File: src/rtl/mem_dump_uart.sv
// Walks a byte range of the data memory dump port and prints it as uppercase hex
// text (space separated, CR LF every BYTES_PER_LINE bytes) on an 8N1 UART line.
module mem_dump_uart #(
   parameter int CLKS_PER_BIT   = 868,
   parameter int BYTES_PER_LINE = 16,
   parameter int ADDR_W         = 12
) (
   input  logic              clk_i,
   input  logic              reset_ni,
   input  logic              start_i,
   input  logic [ADDR_W-1:0] start_addr_i,
   input  logic [ADDR_W-1:0] end_addr_i,
   output logic [ADDR_W-1:0] dump_addr_o,
   input  logic [7:0]        dump_data_i,
   output logic              uart_tx_o,
   output logic              busy_o,
   output logic              done_o
);

   localparam int CNT_W  = (CLKS_PER_BIT > 1) ? $clog2(CLKS_PER_BIT) : 1;
   localparam int LINE_W = $clog2(BYTES_PER_LINE + 1);
   localparam logic [CNT_W-1:0]  BIT_LAST  = CNT_W'(CLKS_PER_BIT - 1);
   localparam logic [LINE_W-1:0] LINE_FULL = LINE_W'(BYTES_PER_LINE);

   typedef enum logic [2:0] {
      IDLE   = 3'd0,
      FETCH  = 3'd1,
      TX_HI  = 3'd2,
      TX_LO  = 3'd3,
      TX_SEP = 3'd4,
      TX_CR  = 3'd5,
      TX_LF  = 3'd6,
      FIN    = 3'd7
   } state_t;

   state_t              state_q;
   logic [ADDR_W-1:0]   addr_q;
   logic [ADDR_W:0]     remain_q;
   logic [LINE_W-1:0]   line_q;
   logic [7:0]          byte_q;
   logic                sent_q;
   logic                busy_q;
   logic                done_q;

   logic                tx_act_q;
   logic [3:0]          tx_bit_q;
   logic [CNT_W-1:0]    tx_cnt_q;
   logic [9:0]          tx_shift_q;
   logic                tx_q;

   logic [ADDR_W-1:0]   span_d;
   logic [ADDR_W:0]     count_d;
   logic [ADDR_W:0]     remain_dec_d;
   logic [LINE_W-1:0]   line_inc_d;
   logic                tx_state_d;
   logic                tx_start_d;
   logic                tx_last_d;
   logic                char_done_d;
   logic [7:0]          tx_char_d;

   function automatic logic [7:0] hex_ascii(input logic [3:0] nib);
      if (nib < 4'd10) begin
         return 8'h30 + {4'h0, nib};
      end else begin
         return 8'h37 + {4'h0, nib};
      end
   endfunction

   assign span_d       = end_addr_i - start_addr_i;
   assign count_d      = {1'b0, span_d} + {{ADDR_W{1'b0}}, 1'b1};
   assign remain_dec_d = remain_q - {{ADDR_W{1'b0}}, 1'b1};
   assign line_inc_d   = line_q + LINE_W'(1);

   assign tx_state_d  = (state_q == TX_HI) || (state_q == TX_LO) || (state_q == TX_SEP) ||
                        (state_q == TX_CR) || (state_q == TX_LF);
   // A character is handed to the transmitter once per TX_* visit; sent_q blocks a resend.
   assign tx_start_d  = tx_state_d && !sent_q && !tx_act_q;
   assign tx_last_d   = tx_act_q && (tx_bit_q == 4'd9) && (tx_cnt_q == BIT_LAST);
   assign char_done_d = sent_q && tx_last_d;

   // Character selected by the current output state
   always_comb begin
      tx_char_d = 8'h00;
      case (state_q)
         TX_HI:   tx_char_d = hex_ascii(byte_q[7:4]);
         TX_LO:   tx_char_d = hex_ascii(byte_q[3:0]);
         TX_SEP:  tx_char_d = 8'h20;
         TX_CR:   tx_char_d = 8'h0D;
         TX_LF:   tx_char_d = 8'h0A;
         default: tx_char_d = 8'h00;
      endcase
   end

   // Dump sequencer: address walk, byte capture, line formatting and status outputs
   always_ff @(posedge clk_i) begin
      if (!reset_ni) begin
         state_q  <= IDLE;
         addr_q   <= '0;
         remain_q <= '0;
         line_q   <= '0;
         byte_q   <= 8'h00;
         sent_q   <= 1'b0;
         busy_q   <= 1'b0;
         done_q   <= 1'b0;
      end else begin
         done_q <= 1'b0;
         if (tx_start_d) begin
            sent_q <= 1'b1;
         end else if (char_done_d) begin
            sent_q <= 1'b0;
         end
         case (state_q)
            IDLE: begin
               if (start_i) begin
                  addr_q   <= start_addr_i;
                  remain_q <= count_d;
                  line_q   <= '0;
                  busy_q   <= 1'b1;
                  state_q  <= FETCH;
               end
            end
            FETCH: begin
               byte_q  <= dump_data_i;
               state_q <= TX_HI;
            end
            TX_HI: begin
               if (char_done_d) begin
                  state_q <= TX_LO;
               end
            end
            TX_LO: begin
               if (char_done_d) begin
                  remain_q <= remain_dec_d;
                  if ((remain_dec_d == '0) || (line_inc_d == LINE_FULL)) begin
                     line_q  <= '0;
                     state_q <= TX_CR;
                  end else begin
                     line_q  <= line_inc_d;
                     state_q <= TX_SEP;
                  end
               end
            end
            TX_SEP: begin
               if (char_done_d) begin
                  addr_q  <= addr_q + ADDR_W'(1);
                  state_q <= FETCH;
               end
            end
            TX_CR: begin
               if (char_done_d) begin
                  state_q <= TX_LF;
               end
            end
            TX_LF: begin
               if (char_done_d) begin
                  if (remain_q != '0) begin
                     addr_q  <= addr_q + ADDR_W'(1);
                     state_q <= FETCH;
                  end else begin
                     busy_q  <= 1'b0;
                     done_q  <= 1'b1;
                     state_q <= FIN;
                  end
               end
            end
            FIN: begin
               state_q <= IDLE;
            end
            default: begin
               busy_q  <= 1'b0;
               state_q <= IDLE;
            end
         endcase
      end
   end

   // 8N1 shifter: the shift register holds {stop, data, start}; bit 0 is on the line
   always_ff @(posedge clk_i) begin
      if (!reset_ni) begin
         tx_act_q   <= 1'b0;
         tx_bit_q   <= 4'd0;
         tx_cnt_q   <= '0;
         tx_shift_q <= 10'h3FF;
         tx_q       <= 1'b1;
      end else if (tx_start_d) begin
         tx_act_q   <= 1'b1;
         tx_bit_q   <= 4'd0;
         tx_cnt_q   <= '0;
         tx_shift_q <= {1'b1, tx_char_d, 1'b0};
         tx_q       <= 1'b0;
      end else if (tx_act_q) begin
         if (tx_cnt_q == BIT_LAST) begin
            tx_cnt_q <= '0;
            if (tx_bit_q == 4'd9) begin
               tx_act_q <= 1'b0;
            end else begin
               tx_bit_q   <= tx_bit_q + 4'd1;
               tx_shift_q <= {1'b1, tx_shift_q[9:1]};
               tx_q       <= tx_shift_q[1];
            end
         end else begin
            tx_cnt_q <= tx_cnt_q + CNT_W'(1);
         end
      end else begin
         tx_q <= 1'b1;
      end
   end

   assign dump_addr_o = addr_q;
   assign uart_tx_o   = tx_q;
   assign busy_o      = busy_q;
   assign done_o      = done_q;

endmodule
File: config.mk
export PLATFORM = sky130hd
export DESIGN_NAME = mem_dump_uart
export DESIGN_NICKNAME = d
export VERILOG_FILES = /design/src/rtl/mem_dump_uart.sv
export SDC_FILE = /design/constraint.sdc
export NUM_CORES = 1
export LEC_CHECK = 0
export CAP_MARGIN = 20
export CORE_MARGIN = 3
export CORE_UTILIZATION = 58
export CTS_CLUSTER_DIAMETER = 120
export DETAILED_ROUTE_END_ITERATION = 10
export HOLD_SLACK_MARGIN = 0.06
export PLACE_DENSITY = 0.81
export SLEW_MARGIN = 20
export SYNTH_ARGS = -nofsm -noshare
export SYNTH_HDL_FRONTEND = slang
export SYNTH_SLANG_ARGS = --single-unit
export TNS_END_PERCENT = 20
File: constraint.sdc
create_clock -name clk_i -period 3.6 [get_ports clk_i]
set_input_delay 0.72 -clock clk_i [delete_from_list [all_inputs] [get_ports clk_i]]
set_output_delay 0.72 -clock clk_i [all_outputs]
set_load 0.02 [all_outputs]
# Yosys cells after proc, flatten, opt, wreduce, memory -nomap -nowiden

Cells that the tools add are included.

Bits in registers: 69
Bits of input ports: 35
Output and inout bits: 15

Add/subtract/negate cells: 11
Magnitude comparators: 2
Equality and inequality tests: 21
Muxes and demuxes: 44
Bitwise logic cells: 2
Reduce and logical (&&, ||, !) cells: 30

Operators with widths:

| kind                  | count |
|---|---|
| $mux 12               | 4 |
| $pmux 8 s5            | 1 |
| $mux 9                | 4 |
| $pmux 12 s3           | 1 |
| $add 6x4->7 const A   | 4 |
| $mux 13               | 2 |
| $pmux 13 s2           | 1 |
| $pmux 3 s8            | 1 |
| $mux 3                | 7 |
| $ne 2x2->1 const B    | 8 |
| $mux 1                | 15 |
| $mux 5                | 3 |
| $mux 7                | 2 |
| $add 12x1->13 const B | 1 |
| $logic_not 13->1      | 1 |
| $reduce_bool 13->1    | 1 |
| $sub 13x1->13 const B | 1 |
| $add 12x1->12 const B | 1 |
| $eq 3x3->1 const B    | 4 |
| $reduce_and 3->1      | 4 |
| $sub 12x12->12        | 1 |
| $add 10x1->10 const B | 1 |
| $eq 10x10->1 const B  | 1 |
| $mux 10               | 1 |
| 24 further kinds      | 40 |

# Depth between registers and ports, before layout

Depth in word-level cells: 9
Gate-level depth with buffers: 11
Gate-level depth less buffers: 11

# Worst setup path before layout

OpenSTA, ideal clock, no wires.

Kind: in2reg
From: input end_addr_i[0]
To: register remain_q[12]
Setup time: 0.076 ns
Data arrival time: 2.958 ns
Data required time: 3.524 ns
Slack: 0.566 ns
Stages: 11
Cells stage by stage: inv_1 > ha_1 > inv_1 > fa_1 > a21o_1 > a221oi_1 > o221a_2 > o21ai_0 > a211oi_1 > or3b_1 > a21boi_0

Word-level cells in the longest chain between the ends: 4

Ends and longest elaborated chain:

| item                   | RTL line | text |
|---|---|---|
| start: declaration     | 12       | `input logic [ADDR_W-1:0] end_addr_i,` |
| $sub 12x12->12         | 69       | `assign span_d = end_addr_i - start_addr_i;` |
| $add 12x1->13          | 70       | `assign count_d = {1'b0, span_d} + {{ADDR_W{1'b0}}, 1'b1};` |
| $mux 13                | 114      | `if (start_i) begin` |
| $pmux 13 s2            | 112      | `case (state_q)` |
| end signal: assignment | 116      | `remain_q <= count_d;` |
| end signal: assignment | 133      | `remain_q <= remain_dec_d;` |
| end: declaration       | 38       | `logic [ADDR_W:0] remain_q;` |

No other way between the ends. The select of a mux whose other input is x is not followed.
A chain may end at the register's enable or synchronous reset.

# Final worst setup path

From: input start_addr_i[0]
To: register remain_q[12]

Word-level cells in the longest chain between the ends: 4

Ends and longest elaborated chain:

| item               | RTL line | text |
|---|---|---|
| start: declaration | 11       | `input logic [ADDR_W-1:0] start_addr_i,` |
| $sub 12x12->12     | 69       |  |
| $add 12x1->13      | 70       |  |
| $mux 13            | 114      |  |
| $pmux 13 s2        | 112      |  |

No other way between the ends. The select of a mux whose other input is x is not followed.

==> run summary <==
area post-placement = 5450 sq um
Fmax = 0.3014 GHz
cts hold-fix bufs = 0
CTS tree = yes
Sink Count = 68
Core Area = 7888 sq um
H-tree levels = 3
IO Pins = 50
post-cts sizing count = 0
worst hold path type = flip-flop to flip-flop
Chip Width = 96.85 um
chip height = 96.85 um
Vias per Instance = 6.095
critical path capture point type = flip-flop
slowest stage delay, CP = 0.48 ns
Slew headroom = 0.5819
drt pass-1 iters = 5
final critical-path required period = 3.318 ns
Post-synth EDFFs = 0
per-cell routed wire length = 14.97 um
crit path max fanout = 3
Avg Synthesized Cell Area = 7.492 sq um
Vias = 4870
clk_skew = 0.01360 ns
port bufs = 49
MaxCap Viol Count = 0
Distinct cells, synth = 71
Crit path required time = 3.88 ns
list of most frequent post-synthesis cells = nor2_1 (70), dfxtp_1 (68), nand2_1 (62)
top-count cell post-synth = nor2_1
DRT iter0 DRCs = 241
status = finished clean
remaining global-route overflow = 0
vias in the first global route = 4638
Tcrit/Tclk final = 0.9217
Buf+Inv Stages, Crit Path = 3
initial core utilization = 0.6069
Post-Synthesis Cells = 639
Seq/Total Area, Yosys = 0.2844
CTS clk-pin slew, worst paths = 0.08 ns
worst ir drop on vdd = 0.1729 mV
clk_lat worst skew = 0.36 ns
fraction of registers with async set/reset = 0
slowest CP cell = clkdlybuf4s50_1
CTS buffer count = 9
first-pass GRT wire length = 20.49 mm
# DRC = 0
Crit Path Class = input pin to flip-flop
initial antenna violation count = 0
largest net degree at the start of global routing = 36
final WL = 11.96 mm
clk buf depth = 2
Top FF cell, synth = dfxtp_1
Final Cell Area = 5657 sq um
setup bufs post-CTS = 0
P per Cell Area = 379.8 nW/um^2
Finish-stage setup viols = 0
unrepaired setup endpoints after global routing = no
slew of the pin with the lowest slew margin = 0.6264 ns
crit-path cells = clkdlybuf4s50_1 -> ha_1 -> inv_1 -> fa_1 -> a21o_1 -> a221oi_1 -> buf_4 -> xnor2_1 -> and3_1 -> nand4_1 -> or3b_1 -> a21boi_0
Slew Viols, Final = 0
CP top delay family = compound AO/OA/AOI/OAI gates
antenna cells = 0
GR Util All Layers = 0.2520
share of layout cells above drive strength 1 = 0.07174
Filler cells = 658
Yosys reg bits = 68
Final #Nets = 751
LEAKAGE = 0.002176 uW
Worst EP arrival = 3.60 ns
Ys Warns = 0
gpl congestion = 0.8944
syn_nets = 698
DP Worst Slack = -0.02493 ns
leading area contributor after synthesis = dfxtp_1
Final Core Density = 0.7172
post-route setup slack = 0.2820 ns
die area = 9380 sq um
largest cells by area after synthesis = dfxtp_1 (28%), ha_1 (6.0%), nor2_1 (5.5%), nand2_1 (4.9%), o21ai_0 (4.8%)
mapped cell area = 4787 sq um
Final Hold Viols = 0
WHS = 0.4708 ns
clk root buf = clkbuf_8
Area Growth Syn to Fin = 18.17%
Final ANT Viol Nets = 0
Rows = 32
CP Launch Type = input pin
setup_tns = 0 ns
share of the synthesized area in the top cell type = 0.2844
hpwl dp = 8.831 mm
==> layout by cell type, fill, tap and decap left out, drive strengths merged, types with 6 or more instances in the layout <==
cell / n
nand3: 26
a21boi: 8
xor2: 14
a21o: 6
nor2b: 11
mux2i: 6
nand2: 62
o211ai: 7
dfxtp: 68
nand4: 8
buf: 21
nor2: 70
ha: 23
or3: 9
o21ai: 47
and2: 17
inv: 33
nor3: 26
clkdlybuf4s50: 49
a21oi: 40
clkbuf: 9
xnor2: 18
and3: 11
a211oi: 17
==> per-stage QoR <==
| stage | std cells | total power, uW |
|---|---|---|
| 6_report | 799 | 2149 |
| 3_5_place_dp | 783 | 1481 |
| 5_1_grt | 799 | 2271 |
| 3_3_place_gp | 783 | 1461 |
| 2_1_floorplan | 639 | 1275 |
| 4_1_cts | 799 | 2153 |
==> logic make-up after synthesis <==
| logic type | Yosys count | synth area share |
|---|---|---|
| AOI/OAI and AO/OA | 175 | 0.2373 |
| xor gates and xnor gates | 32 | 0.05855 |
| adders and majority gates | 25 | 0.06639 |
| buffers and inverters | 59 | 0.04783 |
| DFF | 68 | 0.2844 |
| muxes | 8 | 0.01725 |
| and+or+nand+nor | 272 | 0.2883 |
==> power breakdown <==
| group | internal (uW) | leakage (uW) | switching, uW |
|---|---|---|---|
| Sequential | 802 | 0.000554 | 60.0 |
| Clock | 332 | 0.0000988 | 340 |
| Combinational | 278 | 0.00152 | 337 |
| Total | 1410 | 0.00218 | 737 |
==> sequential cells by signal (all words and copies together), names as in the netlist, 3 cells and up <==
signal and cells:
remain_q 13, dump_addr_o 12, tx_cnt_q 10, byte_q 8
tx_shift_q 8, line_q 5, tx_bit_q 4, state_q 3
==> cell type report <==
| cell class | instances | area (sq um) | area share |
|---|---|---|---|
| Multi-Input combinational cell | 512 | 3197 | 0.5651 |
| Clock inverter | 7 | 82.58 | 0.01460 |
| Tap cell | 102 | 127.6 | 0.02256 |
| Sequential cell | 68 | 1361 | 0.2407 |
| Clock buffer | 9 | 123.9 | 0.02190 |
| Inverter | 31 | 116.4 | 0.02057 |
| Timing Repair Buffer | 70 | 648.1 | 0.1146 |
==> worst reg2reg max path, delay by kind of cell (launching register included) <==
| kind | cells | cell delay, ns |
|---|---|---|
| compound gates | 2 | 0.67 |
| flops | 1 | 0.50 |
| simple gates | 4 | 1.60 |
==> worst paths after layout <==
check	to	slack, ns	start	depth (start not counted)
max	remain_q[12]$_SDFFE_PN0P_	0.28	start_addr_i[0]	12
min	tx_shift_q[8]$_SDFFE_PN1P_	0.47	tx_shift_q[8]$_SDFFE_PN1P_	2
max reg2reg	dump_addr_o[0]$_SDFFE_PN0P_	0.76	tx_act_q$_SDFF_PN0_	6
min reg2reg	tx_shift_q[8]$_SDFFE_PN1P_	0.47	tx_shift_q[8]$_SDFFE_PN1P_	2
==> layer usage <==
metal,track usage,vias to the layer above,share of wire
met5,0,-,0
met4,0.07127,0,0.016
met3,0.04758,22,0.053
met2,0.4390,153,0.49
met1,0.3164,2278,0.44
li1,-,2417,-
(Power assumes the default switching activity.)
